<file path="config.mk">
export PLATFORM = sky130hd
export DESIGN_NAME = mem_pack
export DESIGN_NICKNAME = d
export VERILOG_FILES = /design/src/rtl/mem_pack.sv
export SDC_FILE = /design/constraint.sdc
export NUM_CORES = 1
export LEC_CHECK = 0
export ABC_AREA = 1
export BUFFER_PORTS_ARGS = -buffer_cell sky130_fd_sc_hd__buf_2
export CORE_MARGIN = 3
export CORE_UTILIZATION = 64
export CTS_CLUSTER_DIAMETER = 150
export DETAILED_ROUTE_END_ITERATION = 8
export PLACE_DENSITY = 0.85
export SLEW_MARGIN = 25
export SYNTH_ARGS = -nofsm -noshare
export SYNTH_HDL_FRONTEND = slang
export SYNTH_SLANG_ARGS = --single-unit
</file>
<file path="constraint.sdc">
create_clock -name clk -period 3.2 [get_ports clk]
set_input_delay 0 -clock clk [delete_from_list [all_inputs] [get_ports clk]]
set_output_delay 0 -clock clk [all_outputs]
set_load 0.05 [all_outputs]
</file>
<file path="src/rtl/mem_pack.sv">
// Word-in / byte-out scratch memory: a LANES-byte word is serialised into byte storage one lane per cycle.
// Byte reads have one-cycle latency and are flagged as errors when they hit an unwritten or out-of-range word.
module mem_pack #(
  parameter int LANES   = 4,
  parameter int DEPTH   = 4,
  parameter int WORD_AW = (DEPTH > 1) ? $clog2(DEPTH) : 1,
  parameter int BYTE_AW = (LANES * DEPTH > 1) ? $clog2(LANES * DEPTH) : 1
) (
  input  logic                 clk,
  input  logic                 rst,
  input  logic                 wr,
  input  logic [WORD_AW-1:0]   wr_addr,
  input  logic [8*LANES-1:0]   Indata,
  output logic                 wr_ready,
  output logic                 done,
  output logic [DEPTH-1:0]     word_valid,
  input  logic                 rd,
  input  logic [BYTE_AW-1:0]   addr,
  output logic [7:0]           Dataout,
  output logic                 valid,
  output logic                 rd_err
);

  localparam int CNT_W  = $clog2(LANES);
  localparam int NBYTES = LANES * DEPTH;

  typedef enum logic {IDLE, WRITE} state_t;

  state_t               state_q, state_d;
  logic [CNT_W-1:0]     cnt_q, cnt_d;
  logic [WORD_AW-1:0]   wa_q, wa_d;
  logic [8*LANES-1:0]   data_q, data_d;
  logic                 done_q, done_d;
  logic [DEPTH-1:0]     word_valid_q, word_valid_d;
  logic [7:0]           dataout_q, dataout_d;
  logic                 valid_q, valid_d;
  logic                 rd_err_q, rd_err_d;

  logic [7:0]           mem_q [NBYTES];
  logic                 mem_we;
  logic                 wa_in_range;
  logic [BYTE_AW-1:0]   wr_byte;
  logic                 word_ok;

  assign wa_in_range = int'(wa_q) < DEPTH;
  assign wr_byte     = BYTE_AW'(int'(wa_q) * LANES + int'(cnt_q));

  always_comb begin
    state_d      = state_q;
    cnt_d        = cnt_q;
    wa_d         = wa_q;
    data_d       = data_q;
    done_d       = 1'b0;
    word_valid_d = word_valid_q;
    mem_we       = 1'b0;
    dataout_d    = dataout_q;
    valid_d      = 1'b0;
    rd_err_d     = 1'b0;
    word_ok      = 1'b0;

    case (state_q)
      IDLE: begin
        if (wr) begin
          state_d = WRITE;
          cnt_d   = '0;
          wa_d    = wr_addr;
          data_d  = Indata;
        end
      end
      WRITE: begin
        // The latched word is shifted so the current lane always sits in the low byte.
        mem_we = wa_in_range;
        data_d = data_q >> 8;
        cnt_d  = cnt_q + CNT_W'(1);
        if (int'(cnt_q) == LANES - 1) begin
          state_d = IDLE;
          done_d  = 1'b1;
          for (int w = 0; w < DEPTH; w++) begin
            if (wa_in_range && int'(wa_q) == w) word_valid_d[w] = 1'b1;
          end
        end
      end
      default: state_d = IDLE;
    endcase

    // Out-of-range addresses map past the last word, so word_ok stays low for them.
    for (int w = 0; w < DEPTH; w++) begin
      if (int'(addr) / LANES == w) word_ok = word_valid_q[w];
    end

    if (rd) begin
      valid_d = 1'b1;
      if (word_ok) begin
        dataout_d = mem_q[addr];
        rd_err_d  = 1'b0;
      end else begin
        dataout_d = 8'h00;
        rd_err_d  = 1'b1;
      end
    end
  end

  always_ff @(posedge clk) begin
    if (!rst) begin
      state_q      <= IDLE;
      cnt_q        <= '0;
      done_q       <= 1'b0;
      word_valid_q <= '0;
      dataout_q    <= 8'h00;
      valid_q      <= 1'b0;
      rd_err_q     <= 1'b0;
    end else begin
      state_q      <= state_d;
      cnt_q        <= cnt_d;
      wa_q         <= wa_d;
      data_q       <= data_d;
      done_q       <= done_d;
      word_valid_q <= word_valid_d;
      dataout_q    <= dataout_d;
      valid_q      <= valid_d;
      rd_err_q     <= rd_err_d;
    end
  end

  // Storage is never cleared; a reset edge also suppresses the in-flight lane write.
  always_ff @(posedge clk) begin
    if (rst && mem_we) mem_q[wr_byte] <= data_q[7:0];
  end

  assign wr_ready   = (state_q == IDLE);
  assign done       = done_q;
  assign word_valid = word_valid_q;
  assign Dataout    = dataout_q;
  assign valid      = valid_q;
  assign rd_err     = rd_err_q;

endmodule
</file>
==> impl_metrics.json, run 1 <==
{
  "leakagePower_nw": 3.61,
  "drtIter0Drc": 564,
  "worst_pin_slew_ns": 1.02,
  "synthArstFlopShare": 0,
  "syn_area_per_cell_um2": 10.7,
  "antenna_left": 0,
  "path_cells": "buf_4, clkinv_1, buf_2",
  "wl_per_cell_um": 19.1,
  "cap_violations": 0,
  "arrival_ns": 2.25,
  "max_freq_mhz": 445,
  "ys.flop_type": "edfxtp_1",
  "diodes": 0,
  "grt_pass1_wl_um": 28200,
  "tns_ns": 0,
  "yosysMostFrequentCell": "nand2_1",
  "setup_viol": 0,
  "rr_endpoint": "data_q[3]",
  "areaGrowthSynthToFinish_pct": 17.1,
  "post_cts_resized": 0,
  "slowest_stage": "clkinv_1",
  "grt_usage": 0.292,
  "ys_seq_area_frac": 0.702,
  "synth_seq_cells": 180,
  "ys_top_cells_by_count": "315 x nand2_1, 162 x edfxtp_1, 63 x nand3_1, 39 x nor2_1, 37 x inv_1",
  "die-area_mm2": 0.0130,
  "dieWidth_um": 114,
  "rsz0062_at_grt": "false",
  "synth.top_cell.area_share": 0.654,
  "worst-setup-path-type": "reg2out",
  "pin_count": 58,
  "rows": 38,
  "synth.distinct_cells": 25,
  "clkTransAtPathRegs_ns": 0.06,
  "p_per_area_mw_per_mm2": 584,
  "synth_largest_area_cell": "edfxtp_1",
  "grt_max_degree": 65,
  "routed_wl_um": 17900,
  "grt_pass1_vias": 5387,
  "hp-start": "addr[2]",
  "max_stage_delay_ns": 0.64,
  "cts_max_level": 4,
  "grt_overflow": 0,
  "clk_latency_ns": 0.43,
  "vias_per_cell": 5.74,
  "coreArea_mm2": 0.0111,
  "synthTopCellsByArea": "edfxtp_1 65%, nand2_1 16%, dfxtp_1 4.8%",
  "clock-sinks": 180,
  "place_congestion": 0.865,
  "worst-r2r-setup-slack_ns": 1.21,
  "clockBufferDepth": 2,
  "first_pass_iters": 6,
  "worstSetupEndpointType": "primary output",
  "place_hpwl_um": 10400,
  "crit_fanout": 34,
  "post-route-period-util": 0.703,
  "synth-edff-count": 162,
  "drc": 0,
  "drive_gt1_frac": 0.131,
  "cts_tree": "yes",
  "cts_root_buffer": "clkbuf_16",
  "crit_path_start_kind": "register",
  "min_delay_path_depth": 4,
  "max-vdd-ir-drop_mv": 0.444,
  "min_period_ns": 2.25,
  "hold_path_class": "in2reg",
  "synth_nets": 741,
  "numCtsBuffers": 17,
  "crit_required_ns": 3.20,
  "start_util": 0.672,
  "holdPathEnd": "rd_err",
  "slew_violations": 0,
  "yosysWarnings": 0,
  "netlist_area_mm2": 0.00744,
  "vias": 5386,
  "status": "complete, no violations",
  "clock-skew-final_ns": 0.00479,
  "finish.utilization": 0.787,
  "grt_antenna_before_repair": 0,
  "die_h_um": 114,
  "nNetsFinal": 832,
  "syn_inst": 695,
  "relSlewSlack": 0.315,
  "fill_cells": 624,
  "port_buffers": 57,
  "reg2reg_depth": 4,
  "final-hold-violation-count": 0,
  "r2r-start": "state_q"
}
==> flip-flops by register name, indices dropped and copies added, names as in the netlist <==
signal      count
word_valid      4
done            1
data_q         32
rd_err          1
Dataout         8
cnt_q           2
mem_q         128
state_q         1
valid           1
wa_q            2
==> critical path: cells and delay by family, from the launching register on <==
kind                   cells  cell delay (ns)
DFF                        1             0.39
buffers and inverters      3             1.43
==> layout by cell type, fill, tap and decap left out, types with 2 or more instances in the layout <==
| master | netlist | routed |
|---|---|---|
| dfxtp_1 | 18 | 18 |
| buf_2 | 12 | 57 |
| clkbuf_16 | 0 | 17 |
| buf_4 | 0 | 3 |
| nand2_1 | 315 | 315 |
| dlygate4sd3_1 | 0 | 40 |
| o21ai_0 | 4 | 4 |
| edfxtp_1 | 162 | 162 |
| nand2_2 | 2 | 2 |
| clkinv_1 | 3 | 6 |
| clkinv_2 | 0 | 7 |
| nor2_1 | 39 | 39 |
| a21oi_2 | 8 | 8 |
| ha_1 | 4 | 4 |
| clkbuf_1 | 7 | 2 |
| inv_1 | 37 | 36 |
| bufinv_16 | 0 | 2 |
| nand3_1 | 63 | 63 |
| a21oi_1 | 2 | 2 |
==> report_power, final <==
group	internal [mW]	switching (mW)
clock network	1.16	0.825
logic	0.126	0.244
registers	2.66	0.0769
total	3.94	1.15
==> logic make-up (layout without fill, tap and decap cells) <==
logic type               Yosys count  in the layout  share of synthesized area
buffers and inverters             70            174                     0.0444
AO/OA/AOI/OAI                     18             18                     0.0178
flip-flops                       180            180                      0.702
adder cells (fa/ha/maj)            4              4                    0.00673
AND/OR/NAND/NOR                  423            423                      0.229
==> metal layers <==
metal	vias up	track usage	wire length, µm
met2	314	0.514	9400
li1	2472	-	-
met3	51	0.0695	1420
met4	0	0.128	611
met5	-	0	0
met1	2549	0.344	6460
==> timing repair <==
| action | 4_1_cts | 5_1_grt |
|---|---|---|
| hold buffers | 40 | 0 |
| buffers inserted | 0 | 0 |
| hold endpoints to repair | 42 | 0 |
==> per-stage QoR <==
stage	cells	setup WS, ns	power, mW	hold WS, ns	instance area (µm²)
6_report	939	0.951	5.09	0.0627	8710
5_1_grt	939	0.783	5.22	0.0667	8710
4_1_cts	939	0.973	5.07	0.0253	8710
3_5_place_dp	867	1.08	3.10	0.179	7750
3_3_place_gp	867	1.17	3.08	0.179	7750
2_1_floorplan	695	1.56	2.98	0.0989	7440
==> worst max-delay path by stage <==
stage                     startpoint  cells past startpoint    endpoint
after floorplan              state_q                      3   data_q[0]
after CTS                    state_q                      3    wr_ready
after detailed placement     addr[1]                      9  Dataout[3]
after global routing         state_q                      3    wr_ready
after global placement       addr[1]                      9  Dataout[3]
final                        state_q                      3    wr_ready
==> final cells by class <==
class | instances | area [µm²] | share of cell area
inverters | 42 | 159 | 0.0182
multi-input cells | 445 | 1890 | 0.217
flip-flops and latches | 180 | 5230 | 0.600
clock buffers | 20 | 447 | 0.0513
clock inverters | 12 | 114 | 0.0131
repair buffers | 100 | 708 | 0.0813
well taps | 140 | 175 | 0.0201
Note: power is estimated with default switching activity, not from simulation.
==> run 2: changes to the inputs <==
Settings changed: CORE_UTILIZATION 64 to 54, PLACE_DENSITY 0.85 to 0.77.
Clock period 3.2 ns to 2 ns, I/O delays scaled along.
==> impl_metrics.json, run 2 (synthesized netlist as in run 1, its figures left out) <==
{
  "pin_count": 58,
  "design_area_mm2": 0.00898,
  "status": "complete, no violations",
  "grt_usage": 0.243,
  "finish.utilization": 0.673,
  "antenna_left": 0,
  "largest_reg_flops": 128,
  "final_cell_mix": "315 x nand2_1, 162 x edfxtp_1, 63 x nand3_1",
  "tns_ns": 0,
  "seqCellArea_mm2": 0.00523,
  "clock-sinks": 180,
  "drtIter0Drc": 504,
  "max_stage_delay_ns": 0.58,
  "p_per_area_mw_per_mm2": 925,
  "post_cts_resized": 0,
  "first_pass_iters": 5,
  "final-hold-violation-count": 0,
  "rows": 42,
  "crit_end": "state_q",
  "cts_root_buffer": "clkbuf_16",
  "setup_viol": 0,
  "place_hpwl_um": 10500,
  "place_congestion": 0.859,
  "grt_pass1_vias": 5307,
  "r2r-start": "cnt_q[1]",
  "worst-r2r-setup-slack_ns": 0.30,
  "hold_path_class": "in2reg",
  "rr_endpoint": "mem_q[15][1]",
  "areaGrowthSynthToFinish_pct": 20.6,
  "crit_path_start_kind": "input pin",
  "wl_per_cell_um": 17.6,
  "worst-setup-path-type": "in2reg",
  "coreArea_mm2": 0.0133,
  "largest_register": "mem_q",
  "worstSetupEndpointType": "register",
  "slowest_stage": "dlygate4sd3_1",
  "reg2reg_depth": 5,
  "fill_cells": 988,
  "crit_required_ns": 2.37,
  "die_h_um": 123,
  "max_freq_mhz": 546,
  "start_util": 0.558,
  "dieWidth_um": 123,
  "grt_pass1_wl_um": 27300,
  "drc": 0,
  "clk_latency_ns": 0.43,
  "cts_max_level": 4,
  "path_cells": "dlygate4sd3_1, buf_2, nand2_1, dlygate4sd3_1, a21oi_1, dlygate4sd3_1",
  "clkTransAtPathRegs_ns": 0.07,
  "crit_start": "rst",
  "power.total_mw": 8.30,
  "min_period_ns": 1.83,
  "routed_wl_um": 17600,
  "port_buffers": 57,
  "rsz0062_at_grt": "false",
  "cts_hold_buf": 40,
  "postCtsSetupBuffers": 0,
  "drive_gt1_frac": 0.158,
  "nNetsFinal": 852,
  "max-vdd-ir-drop_mv": 0.618,
  "slew_violations": 0,
  "worst_pin_slew_ns": 0.759,
  "die-area_mm2": 0.0152,
  "cap_violations": 0,
  "layout_commonest_cell": "nand2_1",
  "cp_common_cell": "dlygate4sd3_1",
  "vias": 5239,
  "clockBufferDepth": 2,
  "post-route-period-util": 0.916,
  "cts_tree": "yes",
  "relSlewSlack": 0.494,
  "cp_num_buf_inv": 4,
  "crit_fanout": 8,
  "critPathTopFamily": "buffers and inverters",
  "grt_overflow": 0,
  "clock-skew-final_ns": 0.00816,
  "vias_per_cell": 5.27,
  "grt_antenna_before_repair": 0,
  "dpl_cell_area_mm2": 0.00799,
  "grt_max_degree": 65,
  "arrival_ns": 2.20,
  "crit_cells": 6,
  "diodes": 0,
  "multi_input_area_mm2": 0.00189,
  "leakagePower_nw": 3.73,
  "numCtsBuffers": 17
}
run 2: how the worst min path moves through the flow:
stage | from | depth (start not counted) | slack, ns | to
global placement | wr_addr[1] | 1 | 0.22 | wa_q[1]
floorplan | wr_addr[0] | 0 | 0.1 | wa_q[0]
detailed placement | wr_addr[1] | 1 | 0.22 | wa_q[1]
CTS | addr[2] | 4 | 0.07 | rd_err
global route | addr[2] | 4 | 0.08 | rd_err
finish | addr[2] | 4 | 0.1 | rd_err
run 2: layer usage:
layer	GRT usage	vias to the layer above	wire [µm]
li1	-	2510	-
met1	0.297	2440	6890
met2	0.423	246	9060
met3	0.0517	43	1160
met4	0.0927	0	442
met5	0	-	0
run 2: cell type report:
cell class                 instances  area share
clock inverter                    14      0.0170
inverter                          42      0.0176
timing repair buffer             120      0.0998
clock buffer                      18      0.0489
tap                              176      0.0245
multi-input combinational        445       0.210
sequential                       180       0.582
run 2: per-stage QoR:
step           hold WS (ns)  instances  setup WS (ns)
2_1_floorplan        0.0989        695          0.358
3_3_place_gp          0.220        923          0.427
3_5_place_dp          0.221        923          0.368
4_1_cts              0.0687        995          0.210
5_1_grt              0.0779        995         0.0938
6_report             0.0976        995          0.169
run 2: tightest hold or removal path, stage by stage:
cell     delay, ns
buf_2         0.14
o21ai_0       0.14
nand3_2       0.13
a21oi_1       0.07
run 2: report_power, final:
part | switching [mW] | internal, mW | total [mW] | leakage (nW)
combinational | 0.460 | 0.231 | 0.691 | 1.82
clock | 1.41 | 1.88 | 3.30 | 0.279
sequential | 0.0570 | 4.25 | 4.31 | 1.63
==> run 3: changes to the inputs <==
Settings changed: ABC_AREA 1 to not set, CORE_UTILIZATION 54 to 53, PLACE_DENSITY 0.77 to 0.76.
==> impl_metrics.json, run 3 <==
{
  "status": "complete, no violations",
  "syn_inst": 357,
  "grt_pass1_wl_um": 22200,
  "drc": 0,
  "cts_max_level": 4,
  "coreArea_mm2": 0.0128,
  "final_cells": 664,
  "synthTopCellsByArea": "edfxtp_1 69%, mux4_2 8.0%, dfxtp_1 5.1%",
  "drtIter0Drc": 293,
  "grt_antenna_before_repair": 0,
  "hold_path_class": "in2reg",
  "synth-edff-count": 162,
  "pin_count": 58,
  "place_congestion": 0.740,
  "grt_usage": 0.208,
  "final-hold-violation-count": 0,
  "layout_commonest_cell": "edfxtp_1",
  "leakagePower_nw": 3.17,
  "post-route-period-util": 0.800,
  "critPathTopFamily": "buffers and inverters",
  "syn_area_per_cell_um2": 19.7,
  "synth_largest_area_cell": "edfxtp_1",
  "slowest_stage": "dlygate4sd3_1",
  "largest_register": "mem_q",
  "clock-skew-final_ns": 0.00916,
  "rr_endpoint": "cnt_q[1]",
  "dieWidth_um": 121,
  "cap_violations": 0,
  "synth_seq_cells": 180,
  "ys.flop_type": "edfxtp_1",
  "synth_nets": 403,
  "clkTransAtPathRegs_ns": 0.06,
  "wl_per_cell_um": 21.3,
  "ys_top_cells_by_count": "162 x edfxtp_1, 28 x nor2_1, 25 x mux2_2, 25 x mux4_2, 18 x dfxtp_1",
  "slew_violations": 0,
  "clock-sinks": 180,
  "dp_cells": 592,
  "crit_cells": 5,
  "postCtsSetupBuffers": 0,
  "rows": 41,
  "vias": 3679,
  "yosysMostFrequentCell": "edfxtp_1",
  "largest_reg_flops": 128,
  "grt_pass1_vias": 3933,
  "areaGrowthSynthToFinish_pct": 22.4,
  "synth.top_cell.area_share": 0.693,
  "netlist_area_mm2": 0.00702,
  "min_period_ns": 1.60,
  "nNetsFinal": 525,
  "cts_tree": "yes",
  "antenna_left": 0,
  "grt_overflow": 0,
  "path_cells": "inv_1, ha_1, a21oi_1, nor2b_1, dlygate4sd3_1",
  "ys_seq_area_frac": 0.744,
  "grt_max_degree": 32,
  "worstSetupEndpointType": "register",
  "place_hpwl_um": 8540,
  "max_stage_delay_ns": 0.55,
  "worst-r2r-setup-slack_ns": 0.40,
  "place_ws_ns": 0.361,
  "p_per_area_mw_per_mm2": 920,
  "first_pass_iters": 4,
  "worst_pin_slew_ns": 0.621,
  "synth.distinct_cells": 29,
  "routed_wl_um": 14100,
  "arrival_ns": 1.90,
  "start_util": 0.550,
  "synthArstFlopShare": 0,
  "crit_fanout": 4,
  "max-vdd-ir-drop_mv": 0.744,
  "r2r-start": "cnt_q[0]",
  "setup_viol": 0,
  "die-area_mm2": 0.0147,
  "diodes": 0,
  "worst-setup-path-type": "reg2reg",
  "final_cell_mix": "162 x edfxtp_1, 57 x buf_2, 40 x dlygate4sd3_1",
  "clk_latency_ns": 0.41,
  "max_freq_mhz": 625,
  "crit_end": "cnt_q[1]",
  "yosysWarnings": 0,
  "fin_ws_ns": 0.400,
  "cts_hold_buf": 40,
  "clockBufferDepth": 2,
  "crit_start": "cnt_q[0]",
  "reg2reg_depth": 5,
  "rsz0062_at_grt": "false",
  "numCtsBuffers": 17,
  "vias_per_cell": 5.54,
  "drive_gt1_frac": 0.319,
  "cts_root_buffer": "clkbuf_16",
  "crit_path_start_kind": "register",
  "relSlewSlack": 0.585,
  "crit_required_ns": 2.30,
  "die_h_um": 121,
  "cp_num_buf_inv": 2,
  "tns_ns": 0,
  "port_buffers": 57,
  "post_cts_resized": 0
}
-- run 3: kinds of logic (layout without fill, tap and decap cells) --
kind of cell	after synthesis	count (layout)	synth area share
AO/OA/AOI/OAI	17	17	0.0185
adder cells (fa/ha/maj)	4	4	0.00713
buffers and inverters	24	159	0.0207
flip-flops	180	180	0.744
multiplexers	74	74	0.171
AND/OR/NAND/NOR	58	58	0.0388
-- run 3: how the worst min path moves through the flow --
stage,cells after the start,endpoint,slack [ns],from
after global placement,1,wa_q[1],0.19,wr_addr[1]
after CTS,4,rd_err,0.04,addr[3]
after detailed placement,1,wa_q[1],0.19,wr_addr[1]
final,4,rd_err,0.06,addr[3]
after floorplan,0,wa_q[0],0.1,wr_addr[0]
after global routing,4,rd_err,0.06,addr[3]
-- run 3: final cells by class --
cell class                 count  area (µm²)
clock buffer                  27         463
clock inverter                 5         103
fill                         807        4180
inverter                       6        22.5
multi-input combinational    153        1660
sequential                   180        5230
tap                          172         215
timing repair buffer         121         903
-- run 3: where the power goes --
part | leakage, nW | internal, mW | switching [mW]
Clock | 0.268 | 1.97 | 1.26
Sequential | 1.62 | 4.19 | 0.0640
Combinational | 1.28 | 0.234 | 0.194
-- run 3: per-stage QoR --
stage	utilization	instance area, µm²	power, mW	hold slack, ns
finish	0.673	8590	7.91	0.0558
global route	0.673	8590	8.16	0.0554
CTS	0.673	8590	7.94	0.0403
detailed placement	0.597	7630	4.69	0.190
global placement	0.597	7630	4.68	0.189
floorplan	-	7030	4.56	0.0989
-- run 3: per-layer routing --
metal  track usage  wire [µm]  share of wire
met1         0.275       5720           0.40
met2         0.341       7180           0.51
met3        0.0569       1070          0.076
met4        0.0652        176          0.012
met5             0          0              0
-- run 3: worst min-delay path, stage by stage --
cell and delay, ns:
buf_2 0.19, mux2i_1 0.11, nand2_1 0.07, a21oi_1 0.06
